## src/rtl/ex_mem_pkg.sv

```systemverilog
// Shared constants for the EX/MEM pipeline register: enables, stall encoding and bus widths.
package ex_mem_pkg;

  localparam logic RstEnable    = 1'b1;
  localparam logic WriteEnable  = 1'b1;
  localparam logic WriteDisable = 1'b0;
  localparam logic Stop         = 1'b1;
  localparam logic NoStop       = 1'b0;

  localparam int unsigned RegAddrBus   = 5;
  localparam int unsigned RegBus       = 32;
  localparam int unsigned DoubleRegBus = 64;
  localparam int unsigned StallBus     = 6;
  localparam int unsigned CntBus       = 2;

  // Stall vector bit positions for the execute and memory stages.
  localparam int unsigned StallEx  = 3;
  localparam int unsigned StallMem = 4;

  localparam logic [RegBus-1:0]       ZeroWord   = '0;
  localparam logic [DoubleRegBus-1:0] ZeroDouble = '0;
  localparam logic [RegAddrBus-1:0]   NOPRegAddr = '0;
  localparam logic [CntBus-1:0]       ZeroCnt    = '0;

endpackage

```

## src/rtl/ex_mem.sv

```systemverilog
// EX/MEM pipeline register: captures write-back and HI/LO bundles and carries MADD/MSUB
// accumulation state across execute-stage stalls.
module ex_mem
  import ex_mem_pkg::*;
(
  input  logic                    clk,
  input  logic                    rst,
  input  logic [StallBus-1:0]     stall,
  input  logic                    flush,
  input  logic [RegAddrBus-1:0]   ex_wd,
  input  logic                    ex_wreg,
  input  logic [RegBus-1:0]       ex_wdata,
  input  logic [RegBus-1:0]       ex_hi,
  input  logic [RegBus-1:0]       ex_lo,
  input  logic                    ex_whilo,
  input  logic [DoubleRegBus-1:0] hilo_i,
  input  logic [CntBus-1:0]       cnt_i,
  output logic [RegAddrBus-1:0]   mem_wd,
  output logic                    mem_wreg,
  output logic [RegBus-1:0]       mem_wdata,
  output logic [RegBus-1:0]       mem_hi,
  output logic [RegBus-1:0]       mem_lo,
  output logic                    mem_whilo,
  output logic [DoubleRegBus-1:0] hilo_o,
  output logic [CntBus-1:0]       cnt_o
);

  logic [RegAddrBus-1:0]   r_wd;
  logic                    r_wreg;
  logic [RegBus-1:0]       r_wdata;
  logic [RegBus-1:0]       r_hi;
  logic [RegBus-1:0]       r_lo;
  logic                    r_whilo;
  logic [DoubleRegBus-1:0] r_hilo;
  logic [CntBus-1:0]       r_cnt;

  logic w_ex_stop;
  logic w_mem_stop;

  assign w_ex_stop  = (stall[StallEx] == Stop);
  assign w_mem_stop = (stall[StallMem] == Stop);

  always_ff @(posedge clk) begin
    if (rst == RstEnable || flush) begin
      r_wd    <= NOPRegAddr;
      r_wreg  <= WriteDisable;
      r_wdata <= ZeroWord;
      r_hi    <= ZeroWord;
      r_lo    <= ZeroWord;
      r_whilo <= WriteDisable;
      r_hilo  <= ZeroDouble;
      r_cnt   <= ZeroCnt;
    end else if (w_ex_stop && !w_mem_stop) begin
      // Bubble: memory sees a no-op while the accumulation survives the stall.
      r_wd    <= NOPRegAddr;
      r_wreg  <= WriteDisable;
      r_wdata <= ZeroWord;
      r_hi    <= ZeroWord;
      r_lo    <= ZeroWord;
      r_whilo <= WriteDisable;
      r_hilo  <= hilo_i;
      r_cnt   <= cnt_i;
    end else if (!w_ex_stop && !w_mem_stop) begin
      r_wd    <= ex_wd;
      r_wreg  <= ex_wreg;
      r_wdata <= ex_wdata;
      r_hi    <= ex_hi;
      r_lo    <= ex_lo;
      r_whilo <= ex_whilo;
      r_hilo  <= ZeroDouble;
      r_cnt   <= ZeroCnt;
    end else begin
      // Hold, including the never-driven mem-stop-without-ex-stop case.
      r_hilo <= hilo_i;
      r_cnt  <= cnt_i;
    end
  end

  assign mem_wd    = r_wd;
  assign mem_wreg  = r_wreg;
  assign mem_wdata = r_wdata;
  assign mem_hi    = r_hi;
  assign mem_lo    = r_lo;
  assign mem_whilo = r_whilo;
  assign hilo_o    = r_hilo;
  assign cnt_o     = r_cnt;

endmodule
```

## config.mk

```make
export PLATFORM = sky130hd
export DESIGN_NAME = ex_mem
export DESIGN_NICKNAME = d
export VERILOG_FILES = /design/src/rtl/ex_mem_pkg.sv /design/src/rtl/ex_mem.sv
export SDC_FILE = /design/constraint.sdc
export NUM_CORES = 1
export LEC_CHECK = 0
export BUFFER_PORTS_ARGS = -buffer_cell sky130_fd_sc_hd__buf_2
export CELL_PAD_IN_SITES_DETAIL_PLACEMENT = 0
export CELL_PAD_IN_SITES_GLOBAL_PLACEMENT = 1
export CORE_MARGIN = 2
export CORE_UTILIZATION = 31
export DETAILED_ROUTE_END_ITERATION = 10
export PLACE_DENSITY_LB_ADDON = 0.1
export SLEW_MARGIN = 20
export SYNTH_ARGS = -nofsm -noshare
export SYNTH_HDL_FRONTEND = slang
export SYNTH_SLANG_ARGS = --single-unit
```

## constraint.sdc

```tcl
create_clock -name clk -period 1.3 [get_ports clk]
set_clock_uncertainty 0.15 [all_clocks]
set_input_delay 0 -clock clk [delete_from_list [all_inputs] [get_ports clk]]
set_output_delay 0 -clock clk [all_outputs]
set_load 0.01 [all_outputs]
```

==> results_dict.tcl, run 1 <==
set metrics [dict create \
    cp.arrival_ns 1.48 \
    fmax_ghz 0.776 \
    synth_top_area_share 0.566 \
    final_antenna_net_count 0 \
    grt_max_degree 69 \
    gp_congestion 0.772 \
    core-area_mm2 0.0188 \
    finalNonFillerCells 1386 \
    ys_types 12 \
    routedWlPerCell_um 14.7 \
    ys_seq_area_frac 0.566 \
    n_antenna_cell 0 \
    status "finished, violations left" \
    hold_violations 40 \
    clk_pin_slew_worst_paths_ns 0.06 \
    cts_max_level 4 \
    slew_headroom 0.516 \
    drc_errors 0 \
    holdCritStartpoint "stall[4]" \
    critPathKind "flop to flop" \
    ios 347 \
    grt_pass1_vias 6450 \
    power_density_mw_per_mm2 1120 \
    path_max_fanout 2 \
    die_h_um 143 \
    placed_area_mm2 0.00797 \
    cts_max_path_buffers 2 \
    cts_tree "built" \
    synth_top_cell_by_area "dfxtp_1" \
    min_path_type "primary input to flop" \
    synth_area_per_cell_um2 9.87 \
    first_pass_iters 4 \
    fin_area_mm2 0.0105 \
    initial_core_util 0.318 \
    violations "negative hold slack" \
    tns_ns 0 \
    syn_inst 606 \
    grt_pass1_wl_um 31600 \
    layout_common_cells "buf_2 (341), dlygate4sd3_1 (183), dfxtp_1 (143), nand2_1 (103), or3b_1 (97)" \
    pre_cts_ws_ns 0.0166 \
    routed_wl_um 20300 \
    cts.root.buffer_cell "clkbuf_16" \
    fin_nets 1291 \
    io_buffer_count 342 \
    viasPerCell 4.49 \
    die_x_um 143 \
    grt_usage 0.196 \
    synth_area_leaders "dfxtp_1 (57%), or3b_1 (14%), a21oi_1 (8.6%), nor3b_1 (8.3%), nand2_1 (6.5%)" \
    drv_slew 0 \
    holdPathEnd "mem_wdata[28]$_SDFFE_PP0P_" \
    max-cap-violations 0 \
    yosysWarnings 0 \
    first_iter_violations 244 \
    grt_antenna_before_repair 0 \
    cp.required_ns 1.49 \
    irDropWorstVdd_v 0.000866 \
    clk_latency_ns 0.42 \
    critPathLaunchType "flop" \
    area_delta_synth_final_pct 75.5 \
    reg2reg_depth 3 \
    die_area_mm2 0.0204 \
    finalPower_mw 11.7 \
    route.vias.total 6225 \
    timing.rr.start "mem_lo[29]$_SDFFE_PP0P_" \
    rsz0062_at_grt "true" \
    holdPathStages 3 \
    numClockSinks 169 \
    setup_viol 0 \
    cp-end-kind "flop" \
    post-route-util 0.557 \
    grt-ovfl-total 0 \
    cts_buffers 17 \
    drive_gt1_frac 0.389 \
    post-route-period-util 0.991 \
    setup_slack_ns 0.0112 \
    placed_cells 1165 \
    r2r_slack_ns 0.01 \
    num_rows 50 \
    whs_ns -0.161 \
    synthesis.area_mm2 0.00598 \
    r2r-end "mem_lo[29]$_SDFFE_PP0P_" \
    p_leak_nw 4.64 \
    dp_hpwl_um 13400 \
    syn_nets 784 \
    worst_slew_pin_slew_ns 0.726 \
    ys_ff_latch 169 \
    period_needed_ns 1.29 \
    final_common_cell "buf_2" \
]
## routing by layer
| metal | track usage | routed length, um | part of all wire | vias up |
|---|---|---|---|---|
| met1 | 0.221 | 8350 | 0.41 | 2839 |
| met2 | 0.339 | 9920 | 0.49 | 244 |
| met4 | 0.0907 | 731 | 0.036 | 0 |
| li1 | - | - | - | 3094 |
| met3 | 0.0607 | 1350 | 0.066 | 48 |
| met5 | 0 | 0 | 0 | - |
## cell families after synthesis
logic type	count (synthesis)	synth area share
and+or+nand+nor	274	0.300
DFF	169	0.566
AOI/OAI and AO/OA	103	0.0862
buffers and inverters	60	0.0481
## repair_timing
item                                    in CTS  in global routing
gates resized for setup                      0                 40
endpoints found under the setup margin       0                 63
setup buffers                                0                  3
endpoints found under the hold margin      169                 12
hold buffers                               205                  4
## critical path, stage by stage (launching register included)
cell and delay [ns]:
dfxtp_2 0.33, nand2_1 0.04, dlygate4sd3_1 0.58, a21oi_2 0.12
## final cells by class
| type | count | area, um^2 |
|---|---|---|
| clock inverter | 13 | 118 |
| tap | 260 | 325 |
| multi-input combinational | 377 | 2360 |
| fill | 1720 | 8330 |
| sequential | 169 | 3420 |
| clock buffer | 19 | 443 |
| timing repair buffer | 548 | 3830 |
## synthesized netlist by cell type
cell type / n
nor2_1: 1
or3b_1: 97
nor3b_1: 66
buf_6: 5
nand2_1: 103
dfxtp_1: 169
or3b_2: 6
a21oi_1: 103
buf_2: 20
or2_1: 1
clkbuf_1: 30
buf_1: 5
## registers in the layout, summed over array words and instances, names as in the netlist
signal / count
mem_hi: 32
cnt_o: 2
hilo_o: 64
mem_wd: 5
mem_wdata: 32
mem_whilo: 1
mem_wreg: 1
mem_lo: 32
## worst max-delay path by stage
stage,slack [ns],cells after the start,from,to
4_1_cts,0.004,5,stall[4],mem_lo[4]$_SDFFE_PP0P_
2_1_floorplan,0.25,5,stall[4],mem_wdata[18]$_SDFFE_PP0P_
3_5_place_dp,0.02,5,stall[4],mem_hi[26]$_SDFFE_PP0P_
5_1_grt,-0.02,3,mem_hi[6]$_SDFFE_PP0P_,mem_hi[6]$_SDFFE_PP0P_
6_report,0.01,3,mem_lo[29]$_SDFFE_PP0P_,mem_lo[29]$_SDFFE_PP0P_
3_3_place_gp,0.07,5,stall[4],mem_hi[19]$_SDFFE_PP0P_
## power breakdown
part	internal, mW	total [mW]	switching, mW
Combinational	0.857	1.47	0.614
Clock	2.71	4.87	2.16
Sequential	5.32	5.37	0.0480
Total	8.88	11.7	2.82
No activity file was read; power rests on OpenSTA's default activity.
==> run 2: changes to the inputs <==
- ABC_AREA: default -> 1
- BUFFER_PORTS_ARGS: -buffer_cell sky130_fd_sc_hd__buf_2 -> default
- CORE_AREA: default -> 2 2 133 135
- CORE_MARGIN: 2 -> default
- CORE_UTILIZATION: 31 -> default
- DIE_AREA: default -> 0 0 135 137
- DONT_BUFFER_PORTS: default -> 1
==> run 2 against run 1 <==
  * The flow now stops in 4_1_cts
  * Synthesized cell count up 46%
  * Area after synthesis up 5.1%
==> results_dict.tcl, run 2 <==
set metrics [dict create \
    io_buffer_count 0 \
    ys_types 11 \
    initial_core_util 0.369 \
    num_rows 48 \
    synth_top_cell_by_area "dfxtp_1" \
    synth-async-reset-ratio 0 \
    dp_hpwl_um 12000 \
    ctsHoldBuffers 220 \
    ctsResizeCount 0 \
    cts_buffers 17 \
    syn_inst 883 \
    syn_nets 1061 \
    cts.root.buffer_cell "clkbuf_16" \
    die_x_um 135 \
    die_h_um 137 \
    synth_area_leaders "dfxtp_1 (54%), nor2_1 (16%), nand2_1 (10%), nand3_1 (8.1%), inv_1 (6.2%)" \
    ys_top_cells_by_count "nor2_1 (272), nand2_1 (174), dfxtp_1 (169)" \
    numClockSinks 169 \
    post_cts_buffers 0 \
    error "[ERROR RSZ-0060] Max buffer count reached." \
    ys_ff_latch 169 \
    ios 347 \
    cts_max_path_buffers 2 \
    failed_stage "4_1_cts" \
    synthesis.area_mm2 0.00629 \
    status "aborted with a tool error" \
    synth_most_common_cell "nor2_1" \
    cts_max_level 4 \
    ys_seq_area_frac 0.538 \
    synth_top_area_share 0.538 \
    synth_area_per_cell_um2 7.12 \
    synth_flop_cell "dfxtp_1" \
    pre_cts_ws_ns 0.280 \
    synth_edf_count 0 \
    gp_congestion 0.788 \
    yosysWarnings 0 \
]
==> run 2: cell types whose count changed after synthesis, sizes merged <==
cell,previous run,this run
clkbuf,30,8
a21oi,103,0
nor3b,66,0
or3b,103,0
nor2,1,273
nand3,0,102
inv,0,106
buf,30,51
nand2,103,174
or2,1,0
==> run 2: kinds of logic after synthesis <==
| family | count (synthesis) | synth area share |
|---|---|---|
| and+or+nand+nor | 549 | 0.348 |
| buffers and inverters | 165 | 0.114 |
| DFF | 169 | 0.538 |
==> run 2: per-stage QoR <==
step	cell area [um^2]	instances
detailed placement	6500	1061
global placement	6500	1061
floorplan	6290	883
==> run 3: changes to the inputs <==
- CELL_PAD_IN_SITES_DETAIL_PLACEMENT: 0 -> default
- CELL_PAD_IN_SITES_GLOBAL_PLACEMENT: 1 -> default
- CORE_AREA: 2 2 133 135 -> 2 2 137 139
- DIE_AREA: 0 0 135 137 -> 0 0 139 141
- PLACE_DENSITY_LB_ADDON: 0.1 -> 0.15
==> run 3 against run 2 <==
  * The run again fails in 4_1_cts
  * Synthesized cell count stayed put
  * Area after synthesis stayed put
==> results_dict.tcl, run 3 <==
set metrics [dict create \
    status "aborted with a tool error" \
    failed_stage "4_1_cts" \
    error "[ERROR RSZ-0060] Max buffer count reached." \
    dp_hpwl_um 12200 \
    ios 347 \
    ys_types 11 \
    numClockSinks 169 \
    synthesis.area_mm2 0.00629 \
    die_x_um 139 \
    synth-async-reset-ratio 0 \
    ys_ff_latch 169 \
    synthXorXnorAreaFrac 0 \
    synth_mux_area_frac 0 \
    synth_compound_area_frac 0 \
    syn_nets 1061 \
    synth_edf_count 0 \
    initial_core_util 0.344 \
    cts_max_level 4 \
    syn_inst 883 \
    synth_top_family_by_area "simple AND/OR/NAND/NOR gates" \
    post_cts_buffers 0 \
    ctsHoldBuffers 224 \
    synth_area_leaders "dfxtp_1 (54%), nor2_1 (16%), nand2_1 (10%), nand3_1 (8.1%), inv_1 (6.2%)" \
    ys_top_cells_by_count "nor2_1 (272), nand2_1 (174), dfxtp_1 (169)" \
    yosysWarnings 0 \
    gp_congestion 0.760 \
    synthAdderAreaFrac 0 \
    synth_top_area_share 0.538 \
    synth_top_cell_by_area "dfxtp_1" \
    ctsResizeCount 0 \
    synth_most_common_cell "nor2_1" \
    synth_area_per_cell_um2 7.12 \
    ys_seq_area_frac 0.538 \
    cts_max_path_buffers 2 \
    die_h_um 141 \
    synthSimpleGateAreaFrac 0.348 \
    cts_buffers 17 \
    num_rows 50 \
    io_buffer_count 0 \
    cts.root.buffer_cell "clkbuf_16" \
    synth_flop_cell "dfxtp_1" \
]
[run 3: cell counts after synthesis]
Identical to the previous run, type by type.
[run 3: cells by family after synthesis]
group | count (synthesis)
DFF | 169
and+or+nand+nor | 549
buffers and inverters | 165
[run 3: per-stage QoR]
step	utilization	std cells	setup WS [ns]	cell area, um^2	hold slack (ns)
3_5_place_dp	0.362	1084	0.195	6610	-0.0239
2_1_floorplan	-	883	0.296	6290	-0.0282
3_3_place_gp	0.362	1084	0.216	6610	-0.0258
